<file path="src/rtl/sdram_arb_pkg.sv">
// -----------------------------------------------------------------------------
// sdram_arb_pkg
// Shared definitions for the SDRAM port arbiter: FSM state encodings, grant
// codes driven on the grant output, the SDRAM byte-address width and the data
// pattern returned to a reader whose access was abandoned by the watchdog.
// -----------------------------------------------------------------------------
package sdram_arb_pkg;

    // SDRAM byte address width (32 MB device)
    localparam int ADDR_W = 25;

    // Read data substituted when the controller never acknowledges
    localparam logic [7:0] TIMEOUT_FILL = 8'hFF;

    typedef enum logic [1:0] {
        ST_IDLE = 2'd0,
        ST_WAIT = 2'd1,
        ST_DONE = 2'd2
    } arb_state_e;

    // Encoding is visible on the grant output, so values are fixed
    typedef enum logic [1:0] {
        GNT_NONE = 2'd0,
        GNT_LD   = 2'd1,
        GNT_CPU  = 2'd2,
        GNT_CAS  = 2'd3
    } gnt_e;

    // One-hot ack vector {ld, cpu, cas} for a given owner
    function automatic logic [2:0] gnt_ack_vec(input gnt_e g);
        logic [2:0] v;
        v = 3'b000;
        case (g)
            GNT_LD:  v = 3'b100;
            GNT_CPU: v = 3'b010;
            GNT_CAS: v = 3'b001;
            default: v = 3'b000;
        endcase
        return v;
    endfunction

endpackage

</file>
<file path="src/rtl/sdram_grant_sel.sv">
// -----------------------------------------------------------------------------
// sdram_grant_sel
// Picks the next owner of the SDRAM port and keeps the cassette starvation
// counter. Fixed priority loader > CPU > cassette, except that the cassette is
// promoted to the top once it has lost CAS_MAX_WAIT arbitrations in a row.
//
// Ports
//   clk_i      system clock
//   reset_i    synchronous active-high reset, clears the starvation counter
//   arb_en_i   high while the arbiter sits in IDLE (the only place grants or
//              counter updates happen)
//   ld_req_i   loader request
//   cpu_req_i  CPU request
//   cas_req_i  cassette request
//   winner_o   grant code of the winner (GNT_NONE when nothing is pending)
// -----------------------------------------------------------------------------
module sdram_grant_sel
    import sdram_arb_pkg::*;
#(
    parameter int CAS_MAX_WAIT = 4
) (
    input  logic       clk_i,
    input  logic       reset_i,
    input  logic       arb_en_i,
    input  logic       ld_req_i,
    input  logic       cpu_req_i,
    input  logic       cas_req_i,
    output logic [1:0] winner_o
);

    localparam int CW = (CAS_MAX_WAIT > 0) ? $clog2(CAS_MAX_WAIT + 1) : 1;
    localparam logic [CW-1:0] CNT_MAX = CW'(CAS_MAX_WAIT);

    logic [CW-1:0] starv_q, starv_d;
    gnt_e          winner;

    // Starved cassette pre-empts the fixed order; otherwise plain priority
    always_comb begin
        winner = GNT_NONE;
        if (cas_req_i && starv_q == CNT_MAX) begin
            winner = GNT_CAS;
        end else if (ld_req_i) begin
            winner = GNT_LD;
        end else if (cpu_req_i) begin
            winner = GNT_CPU;
        end else if (cas_req_i) begin
            winner = GNT_CAS;
        end
    end

    // Counts grants the cassette lost while waiting. A cassette grant or an
    // idle cycle without a cassette request starts the count over.
    always_comb begin
        starv_d = starv_q;
        if (arb_en_i) begin
            if (!cas_req_i || winner == GNT_CAS) begin
                starv_d = '0;
            end else if ((winner == GNT_LD || winner == GNT_CPU) && starv_q != CNT_MAX) begin
                starv_d = starv_q + CW'(1);
            end
        end
    end

    always_ff @(posedge clk_i) begin
        if (reset_i) begin
            starv_q <= '0;
        end else begin
            starv_q <= starv_d;
        end
    end

    assign winner_o = winner;

endmodule

</file>
<file path="src/rtl/sdram_port_arbiter.sv">
// -----------------------------------------------------------------------------
// sdram_port_arbiter
// Shares one SDRAM byte port between the ROM/tape loader (write only), the
// Z80 CPU (read/write) and the cassette player (read only). One access is in
// flight at a time; a watchdog abandons accesses the controller never acks.
//
// Ports
//   clk_i, reset_i                 clock, synchronous active-high reset
//   ld_req_i/ld_addr_i/ld_din_i    loader write request (level), address, data
//   ld_ack_o                       loader completion pulse
//   cpu_req_i/cpu_we_i             CPU request (level), 1 = write
//   cpu_addr_i/cpu_din_i           CPU address, write data
//   cpu_dout_o/cpu_ack_o           CPU read data (held), completion pulse
//   cas_req_i/cas_addr_i           cassette read request (level), address
//   cas_dout_o/cas_ack_o           cassette read data (held), completion pulse
//   sd_req_o/sd_we_o               SDRAM request (held until ack/timeout), we
//   sd_addr_o/sd_din_o             SDRAM address, write data
//   sd_dout_i/sd_ack_i             SDRAM read data, completion pulse
//   grant_o                        current owner: 0 none, 1 ld, 2 cpu, 3 cas
//   err_o                          sticky watchdog timeout flag
//
// Access timeline: grant registered in IDLE (c0), WAIT from c1 until sd_ack
// or the watchdog, then DONE for one cycle with the owner's ack high.
// -----------------------------------------------------------------------------
module sdram_port_arbiter
    import sdram_arb_pkg::*;
#(
    parameter int CAS_MAX_WAIT = 4,
    parameter int TIMEOUT      = 64
) (
    input  logic              clk_i,
    input  logic              reset_i,

    input  logic              ld_req_i,
    input  logic [ADDR_W-1:0] ld_addr_i,
    input  logic [7:0]        ld_din_i,
    output logic              ld_ack_o,

    input  logic              cpu_req_i,
    input  logic              cpu_we_i,
    input  logic [ADDR_W-1:0] cpu_addr_i,
    input  logic [7:0]        cpu_din_i,
    output logic [7:0]        cpu_dout_o,
    output logic              cpu_ack_o,

    input  logic              cas_req_i,
    input  logic [ADDR_W-1:0] cas_addr_i,
    output logic [7:0]        cas_dout_o,
    output logic              cas_ack_o,

    output logic              sd_req_o,
    output logic              sd_we_o,
    output logic [ADDR_W-1:0] sd_addr_o,
    output logic [7:0]        sd_din_o,
    input  logic [7:0]        sd_dout_i,
    input  logic              sd_ack_i,

    output logic [1:0]        grant_o,
    output logic              err_o
);

    localparam int WW = (TIMEOUT > 1) ? $clog2(TIMEOUT) : 1;
    localparam logic [WW-1:0] WAIT_LAST = WW'(TIMEOUT - 1);

    arb_state_e        state_q;
    gnt_e              grant_q;
    logic [WW-1:0]     wait_q;
    logic              sd_req_q;
    logic              sd_we_q;
    logic [ADDR_W-1:0] sd_addr_q;
    logic [7:0]        sd_din_q;
    logic [7:0]        cpu_dout_q;
    logic [7:0]        cas_dout_q;
    logic              ld_ack_q;
    logic              cpu_ack_q;
    logic              cas_ack_q;
    logic              err_q;

    logic [1:0]        winner_raw;
    gnt_e              winner;
    logic              finish_d;
    logic [7:0]        rd_data_d;
    logic [2:0]        ack_vec_d;

    sdram_grant_sel #(
        .CAS_MAX_WAIT(CAS_MAX_WAIT)
    ) u_grant_sel (
        .clk_i    (clk_i),
        .reset_i  (reset_i),
        .arb_en_i (state_q == ST_IDLE),
        .ld_req_i (ld_req_i),
        .cpu_req_i(cpu_req_i),
        .cas_req_i(cas_req_i),
        .winner_o (winner_raw)
    );

    assign winner = gnt_e'(winner_raw);

    // An ack in the last watchdog cycle still counts as a normal completion,
    // so the timeout path is only taken when sd_ack is low.
    assign finish_d  = sd_ack_i || (wait_q == WAIT_LAST);
    assign rd_data_d = sd_ack_i ? sd_dout_i : TIMEOUT_FILL;
    assign ack_vec_d = gnt_ack_vec(grant_q);

    always_ff @(posedge clk_i) begin
        if (reset_i) begin
            // Abandons any access in flight; a late sd_ack lands in IDLE,
            // which never looks at it.
            state_q    <= ST_IDLE;
            grant_q    <= GNT_NONE;
            wait_q     <= '0;
            sd_req_q   <= 1'b0;
            sd_we_q    <= 1'b0;
            sd_addr_q  <= '0;
            sd_din_q   <= '0;
            cpu_dout_q <= '0;
            cas_dout_q <= '0;
            ld_ack_q   <= 1'b0;
            cpu_ack_q  <= 1'b0;
            cas_ack_q  <= 1'b0;
            err_q      <= 1'b0;
        end else begin
            ld_ack_q  <= 1'b0;
            cpu_ack_q <= 1'b0;
            cas_ack_q <= 1'b0;

            case (state_q)
                ST_IDLE: begin
                    wait_q <= '0;
                    if (winner != GNT_NONE) begin
                        // Requester inputs are captured here; later changes
                        // on the owner's inputs do not reach the SDRAM.
                        grant_q  <= winner;
                        sd_req_q <= 1'b1;
                        state_q  <= ST_WAIT;
                        case (winner)
                            GNT_LD: begin
                                sd_we_q   <= 1'b1;
                                sd_addr_q <= ld_addr_i;
                                sd_din_q  <= ld_din_i;
                            end
                            GNT_CPU: begin
                                sd_we_q   <= cpu_we_i;
                                sd_addr_q <= cpu_addr_i;
                                sd_din_q  <= cpu_din_i;
                            end
                            default: begin
                                sd_we_q   <= 1'b0;
                                sd_addr_q <= cas_addr_i;
                                sd_din_q  <= 8'h00;
                            end
                        endcase
                    end
                end

                ST_WAIT: begin
                    if (finish_d) begin
                        sd_req_q <= 1'b0;
                        if (!sd_ack_i) begin
                            err_q <= 1'b1;
                        end
                        if (!sd_we_q) begin
                            if (grant_q == GNT_CPU) cpu_dout_q <= rd_data_d;
                            if (grant_q == GNT_CAS) cas_dout_q <= rd_data_d;
                        end
                        // Acks are raised on entry to DONE so they are high
                        // for exactly the DONE cycle.
                        ld_ack_q  <= ack_vec_d[2];
                        cpu_ack_q <= ack_vec_d[1];
                        cas_ack_q <= ack_vec_d[0];
                        state_q   <= ST_DONE;
                    end else begin
                        wait_q <= wait_q + WW'(1);
                    end
                end

                ST_DONE: begin
                    grant_q <= GNT_NONE;
                    state_q <= ST_IDLE;
                end

                default: begin
                    grant_q  <= GNT_NONE;
                    sd_req_q <= 1'b0;
                    state_q  <= ST_IDLE;
                end
            endcase
        end
    end

    assign ld_ack_o   = ld_ack_q;
    assign cpu_ack_o  = cpu_ack_q;
    assign cas_ack_o  = cas_ack_q;
    assign cpu_dout_o = cpu_dout_q;
    assign cas_dout_o = cas_dout_q;
    assign sd_req_o   = sd_req_q;
    assign sd_we_o    = sd_we_q;
    assign sd_addr_o  = sd_addr_q;
    assign sd_din_o   = sd_din_q;
    assign grant_o    = grant_q;
    assign err_o      = err_q;

endmodule

</file>
<file path="config.mk">
export PLATFORM = sky130hd
export DESIGN_NAME = sdram_port_arbiter
export DESIGN_NICKNAME = d
export VERILOG_FILES = /design/src/rtl/sdram_arb_pkg.sv /design/src/rtl/sdram_grant_sel.sv /design/src/rtl/sdram_port_arbiter.sv
export SDC_FILE = /design/constraint.sdc
export NUM_CORES = 1
export LEC_CHECK = 0
export CAP_MARGIN = 20
export CORE_MARGIN = 2
export CORE_UTILIZATION = 42
export CTS_BUF_LIST = sky130_fd_sc_hd__clkbuf_4 sky130_fd_sc_hd__clkbuf_8
export DETAILED_ROUTE_END_ITERATION = 8
export PLACE_DENSITY = 0.8
export SYNTH_ARGS = -nofsm -noshare
export SYNTH_HDL_FRONTEND = slang
export SYNTH_SLANG_ARGS = --single-unit
</file>
<file path="constraint.sdc">
create_clock -name clk_i -period 2.6 [get_ports clk_i]
set_input_delay 0.26 -clock clk_i [delete_from_list [all_inputs] [get_ports clk_i]]
set_output_delay 0.26 -clock clk_i [all_outputs]
set_load 0.01 [all_outputs]
</file>
Yosys cells after proc, flatten, opt, wreduce, memory -nomap -nowiden
Cells that the tools add are included.
{"block": "classes", "n_addsub": 2, "n_eq_ne": 14, "mux": 21, "bitwise_logic": 5, "n_reduce_logical": 20}
{"cell": "25-bit one-hot mux with 2 select lines", "count": 1}
{"cell": "8-bit one-hot mux with 2 select lines", "count": 1}
{"cell": "2-bit 2-to-1 mux", "count": 7}
{"cell": "6-bit one-hot mux with 2 select lines", "count": 1}
{"cell": "2-bit == test (second input constant)", "count": 5}
{"cell": "2-bit AND reduction", "count": 5}
{"cell": "3-bit one-hot mux with 3 select lines", "count": 1}
{"cell": "8-bit 2-to-1 mux", "count": 1}
{"cell": "2-bit one-hot mux with 2 select lines", "count": 2}
{"cell": "4-bit AND reduction", "count": 2}
{"cell": "6-bit by 1-bit adder with 6-bit output (second input constant)", "count": 1}
{"cell": "2-bit by 1-bit == test with 1-bit output (second input constant)", "count": 3}
{"cell": "6-bit == test (second input constant)", "count": 1}
{"cell": "3-bit 2-to-1 mux", "count": 2}
{"cell": "6-bit 2-to-1 mux", "count": 1}
{"cell": "2-bit != test (second input constant)", "count": 3}
{"cell": "3-bit AND reduction", "count": 2}
{"cell": "2-bit nonzero test", "count": 3}
{"cell": "1-bit NOT", "count": 5}
{"cell": "3-bit by 1-bit adder with 3-bit output (second input constant)", "count": 1}
{"cell": "3-bit == test (second input constant)", "count": 1}
{"cell": "1-bit logical OR", "count": 3}
{"cell": "3-bit != test (second input constant)", "count": 1}
{"cell": "1-bit one-hot mux with 3 select lines", "count": 1}
{"cell": "6 further kinds", "count": 8}
{"block": "word_totals", "regBits": 68, "inputBits": 106, "out_inout_bits": 57, "word_cells": 76}

Logic depth before layout (Yosys ltp)
Gate-level depths: netlist (run 1).
{"block": "depth", "word_depth": 9, "depth_mapped": 13, "depth_no_buf": 11}

Hierarchy
A second synthesis (run 1) with hierarchy kept.
{"block": "hier_totals", "cells_unflattened": 373, "area_unflattened_um2": 3379.5}
{"module": "sdram_port_arbiter", "n_inst": 1, "cells_each": 345, "area_per_inst_um2": 3130.5, "seq_area_each_um2": 1301.2}
{"module": "sdram_grant_sel", "n_inst": 1, "cells_each": 28, "area_per_inst_um2": 249.0, "seq_area_each_um2": 60.1}

Worst setup path after synthesis (run 1)
Ideal clock, no wire load.
{"block": "synth_path", "path_type": "register to register", "startpoint": "register u_grant_sel.starv_q[0]", "endpoint": "register sd_din_q[0], in the netlist sd_din_o[0]", "setup_ns": 0.128, "arrival_time_ns": 2.200, "required_ns": 2.472, "slack_ns": 0.272, "stages_incl_launch_ff": 12, "n_path_buf": 3, "period_less_slack_ns": 2.328, "path_cell_list": "dfxtp_1 -> inv_1 -> ha_1 -> a21boi_0 -> o22ai_1 -> ha_1 -> clkbuf_1 -> clkbuf_1 -> clkbuf_1 -> nor3_1 -> a21oi_1 -> nor2_1"}
{"block": "synth_via", "elab_chain_len": 5, "word_cells_on_any_way": 8, "classes_between": "eq/ne (3); mux (2); reduce/logical (3)"}
{"element": "from (decl)", "line_no": "sdram_grant_sel.sv:34", "source": "logic [CW-1:0] starv_q, starv_d;"}
{"element": "from (signal assigned)", "line_no": "sdram_grant_sel.sv:68", "source": "starv_q <= starv_d;"}
{"element": "3-bit == test (*)", "line_no": "sdram_grant_sel.sv:40", "source": "if (cas_req_i && starv_q == CNT_MAX) begin"}
{"element": "1-bit logical AND (*)", "line_no": "sdram_grant_sel.sv:40"}
{"element": "2-bit 2-to-1 mux (*)", "line_no": "sdram_grant_sel.sv:40"}
{"element": "2-bit == test (tied with other cells)", "line_no": "sdram_port_arbiter.sv:136", "source": "case (winner)"}
{"element": "8-bit one-hot mux with 2 select lines or 2-bit AND reduction (tied branches)"}
{"element": "to (signal assigned)", "line_no": "sdram_port_arbiter.sv:140", "source": "sd_din_q <= ld_din_i;"}
{"element": "to (signal assigned)", "line_no": "sdram_port_arbiter.sv:145", "source": "sd_din_q <= cpu_din_i;"}
{"element": "to (decl)", "line_no": "sdram_port_arbiter.sv:71", "source": "logic [7:0] sd_din_q;"}
Mark *: on every way between the ends. The rest lies on a longest branch, timed or not.
A chain may end at the register's enable or synchronous reset.

Worst setup path in the final report (run 1)
{"block": "layout_path", "startpoint": "register u_grant_sel.starv_q[0]", "endpoint": "register sd_din_q[4], in the netlist sd_din_o[4]"}
The elaborated chain is that of the path after synthesis.

==> impl_summary.md, run 1 <==
Clock network
The longest clock path from root to sink contains 2 buffers. The number of clock sinks is slightly below 70. Counting the buffers created by CTS gives 9. The clock insertion delay at the later pin of the skew report is roughly 0.34 ns. TritonCTS built the clock tree. After clock tree synthesis, the clock-pin slew on the worst setup and hold paths is 0.07 ns.

The post-CTS setup buffer count is 0. The buffer type at the clock tree root is sky130_fd_sc_hd__clkbuf_8. The number of levels the H-tree was split into is 3.

Synth
The post-synth design cell area is approximately 0.0034 mm^2. The post-synthesis sequential area ratio is 39.6%. The number of nets produced by synthesis is about 540. The flip-flop and latch count after synthesis is 68. The mean post-synth cell area is approximately 8 um^2. Synthesis produced 428 cells. The count of cell types in the netlist is 43.

The count of warnings emitted by yosys is 0.

Drt
Dividing the detail-routed wire length by the instance count gives roughly 15 um. Summing over every cut layer, the via total after detailed routing is between 3000 and 4000. For this run, design rule violations remaining after detail routing come to 0. The vias per cell is between 5 and 6. The first detailed-routing pass took 4 iterations.

The detailed router finished its first iteration with 85 violations. The total wire length is approximately 10000 um. The count of nets left with antenna violations once routing finished came out at 0.

Floorplanning
The number of core rows is 33. Once the floorplan was initialized, standard cells occupied 42.5% of the core. The floorplan step defined a core boundary enclosing 0.00809 mm^2. The die is 94.5 um wide.

The die is ~94 um tall. The die covers between 0.008 and 0.009 mm^2. about 160 I/O pins were placed.

Timing
The measured slew at the worst slew-check pin is 0.727 ns. The headroom to the max-slew limit is 51.5%. The final max-slew violation count is 0. The maximum frequency from static timing analysis is approximately 430 MHz.

For the final database, setup skew stands at slightly below 0.01 ns. The final period utilization is around 89%. The total negative slack is 0 ns. Setup repair after global routing left no endpoint under its margin.

Setup violations remaining at the end of the flow were counted as 0. Subtracting the final worst setup slack from the clock period gives ~2.3 ns. The hold violation total from the final report is 0.

Place
Detailed placement finished with a half-perimeter wire length of approximately 7700 um. The number of buffers added on ports is about 160. Routability-driven placement finished with a final weighted congestion of roughly 0.78.

Worst setup path
Of all nets on the critical path, the largest fanout is 41. The category of the most critical setup path is reg -> reg. The worst reg2reg path depth is 11. The worst setup path is captured at a flip-flop. At the worst endpoint, the arrival time is approximately 2.6 ns. The worst setup path is launched from a flip-flop.

The required time of the critical path is about 2.9 ns.

Layout
The count of nets after finishing is about 690. Relative to the synthesized area, the layout overhead comes to 54.6%. The number of antenna cells inserted is 0. The layout has 694 filler cells. The fraction of layout cells with a size suffix above 1 is a little over a tenth.

Pwr
The static leakage power is 2.10 nW. The power per standard cell area is approximately 500 mW/mm^2. The maximum vdd ir drop is approximately 0.29 mV. The completed layout was analyzed and its total power is 2.68 mW.

Global route
The via count of the first global-routing pass came to ~3400. The first-pass GRT wire length is between 15000 and 20000 um. The global-route congestion overflow total is 0. The initial antenna violation count is 0. The global-route usage over all layers is between 20% and 30%.

The maximum number of pins on one net before global-route repair is just under 50.

Worst hold path
In this run the worst hold path is classified as in -> reg. The cell count of the worst hold path is 2.

Job
The number of max-cap violations is 0.

Status
The flow ran to the end, and the final reports show no timing, DRC or antenna violations.
-- critical path, stage by stage (launching register included) --
cell                       delay [ns]
sky130_fd_sc_hd__dfxtp_1         0.34
sky130_fd_sc_hd__inv_1           0.06
sky130_fd_sc_hd__ha_1            0.20
sky130_fd_sc_hd__a21boi_0        0.10
sky130_fd_sc_hd__o22ai_1         0.25
sky130_fd_sc_hd__inv_1           0.10
sky130_fd_sc_hd__ha_1            0.24
sky130_fd_sc_hd__or3_1           0.39
sky130_fd_sc_hd__buf_12          0.20
sky130_fd_sc_hd__nor3_1          0.21
sky130_fd_sc_hd__a21oi_1         0.06
sky130_fd_sc_hd__nor2_1          0.08
-- power by group --
group,total (mW),internal (mW),switching (mW)
Clock,0.845,0.459,0.386
Sequential,1.14,1.10,0.0413
Combinational,0.691,0.370,0.321
-- worst paths after layout --
kind,from,end,slack (ns)
worst min register to register,sd_addr_o[16]$_SDFFE_PP0P_,sd_addr_o[16]$_SDFFE_PP0P_,0.45
worst max-delay path,u_grant_sel.starv_q[0]$_SDFFE_PP0P_,sd_din_o[4]$_SDFFE_PP0P_,0.29
worst min-delay path,reset_i,err_o$_SDFFE_PP0P_,0.43
worst max register to register,u_grant_sel.starv_q[0]$_SDFFE_PP0P_,sd_din_o[4]$_SDFFE_PP0P_,0.29
-- cell usage after synthesis, drive strengths merged --
cell type | number | area share [%]
nand2 | 86 | 9.5
dfxtp | 68 | 40
a21oi | 45 | 6.5
a22oi | 33 | 7.2
clkbuf | 31 | 4.0
o21ai | 28 | 4.1
nor2 | 23 | 2.5
mux2i | 17 | 4.9
or2b | 17 | 4.3
inv | 16 | 1.7
nor3 | 14 | 2.0
a21o | 8 | 2.0
ha | 7 | 2.5
buf | 4 | 1.3
or4 | 3 | 0.87
a2111oi | 2 | 0.69
nand2b | 2 | 0.36
nand4b | 2 | 0.51
nor4 | 2 | 0.36
or3 | 2 | 0.40
xor2 | 2 | 0.51
a211oi | 1 | 0.22
a21boi | 1 | 0.22
a31oi | 1 | 0.18
a41oi | 1 | 0.25
and4b | 1 | 0.29
clkdlybuf4s15 | 1 | 0.29
nand3 | 1 | 0.29
nand3b | 1 | 0.22
nor3b | 1 | 0.22
o211ai | 1 | 0.22
o21ba | 1 | 0.47
o21bai | 1 | 0.22
o22ai | 1 | 0.18
o31a | 1 | 0.25
o41ai | 1 | 0.25
xnor2 | 1 | 0.25
-- per-stage QoR --
step	util (%)	instance area [um^2]	hold slack [ns]	setup WS [ns]	instances
final	65.7	5320	0.429	0.290	687
after global routing	65.7	5320	0.483	0.0372	687
after CTS	65.7	5310	0.422	0.206	687
after detailed placement	63.3	5120	0.449	0.115	672
after global placement	63.3	5120	0.444	0.226	672
after floorplan	-	3440	0.476	0.272	428
-- kinds of logic after synthesis --
group                    after synthesis  synth area share, %
AO/OA/AOI/OAI                        126                 23.0
XOR/XNOR                               3                0.764
adder cells (fa/ha/maj)                7                 2.55
buffers and inverters                 52                 7.31
flip-flops                            68                 39.6
multiplexers                          17                 4.95
AND/OR/NAND/NOR                      155                 21.8
-- state kept, by name (all words and copies together), names as in the netlist --
| signal | cells |
|---|---|
| sd_addr_o | 25 |
| cas_dout_o | 8 |
| cpu_dout_o | 8 |
| sd_din_o | 8 |
| wait_q | 6 |
| u_grant_sel.starv_q | 3 |
| grant_o | 2 |
| state_q | 2 |
| cas_ack_o | 1 |
| cpu_ack_o | 1 |
| err_o | 1 |
| ld_ack_o | 1 |
| sd_req_o | 1 |
| sd_we_o | 1 |
-- per-layer routing --
layer / vias to the layer above / wire (um) / share of wire, % / GRT usage (%)
li1: 1774 / - / - / -
met1: 1627 / 3930 / 39 / 24.7
met2: 132 / 5070 / 51 / 39.8
met3: 24 / 701 / 7.0 / 5.11
met4: 0 / 307 / 3.1 / 10.6
met5: - / 0 / 0 / 0
-- layout make-up --
type                    count  area [um^2]  area share (%)
clock inverters             5         52.6           0.988
clock buffers              10          138            2.59
inverters                  16         60.1            1.13
multi-input cells         308         1840            34.5
well taps                 105          131            2.47
repair buffers            175         1740            32.7
flip-flops and latches     68         1360            25.6
-- cell usage in the layout (no fill, tap or decap), types with 2 or more instances in the layout --
| cell | synthesis | routed |
|---|---|---|
| sky130_fd_sc_hd__clkinv_2 | 0 | 3 |
| sky130_fd_sc_hd__dfxtp_1 | 68 | 68 |
| sky130_fd_sc_hd__clkbuf_8 | 2 | 10 |
| sky130_fd_sc_hd__or2b_2 | 16 | 16 |
| sky130_fd_sc_hd__inv_1 | 16 | 16 |
| sky130_fd_sc_hd__xor2_1 | 2 | 2 |
| sky130_fd_sc_hd__nor4_1 | 2 | 2 |
| sky130_fd_sc_hd__nor2_1 | 23 | 23 |
| sky130_fd_sc_hd__clkdlybuf4s50_1 | 0 | 161 |
| sky130_fd_sc_hd__nand2b_1 | 2 | 2 |
| sky130_fd_sc_hd__buf_12 | 0 | 2 |
| sky130_fd_sc_hd__mux2i_1 | 17 | 17 |
| sky130_fd_sc_hd__a21o_2 | 8 | 8 |
| sky130_fd_sc_hd__nand4b_1 | 2 | 2 |
| sky130_fd_sc_hd__or4_4 | 2 | 2 |
| sky130_fd_sc_hd__o21ai_0 | 28 | 28 |
| sky130_fd_sc_hd__buf_4 | 0 | 11 |
| sky130_fd_sc_hd__nor3_1 | 14 | 13 |
| sky130_fd_sc_hd__ha_1 | 7 | 7 |
| sky130_fd_sc_hd__a22oi_1 | 33 | 33 |
| sky130_fd_sc_hd__nand2_1 | 85 | 85 |
| sky130_fd_sc_hd__a21oi_1 | 45 | 44 |
-- what timing repair did --
action                                  in CTS  in global routing
hold buffers                                 0                  0
resized for setup                            0                  1
endpoints found under the setup margin       0                  1
Power figures use the tool's default switching activity.
==> run 2: changes to the inputs <==
SKIP_LAST_GASP = 1   (was not set)
==> results of run 2 <==
The final DEF is identical to that of run 1; final timing and power are the same.
==> run 3: changes to the inputs <==
GPL_ROUTABILITY_DRIVEN = 0   (was not set)
==> results of run 3 <==
The final DEF is identical to that of run 1; final timing and power are the same.
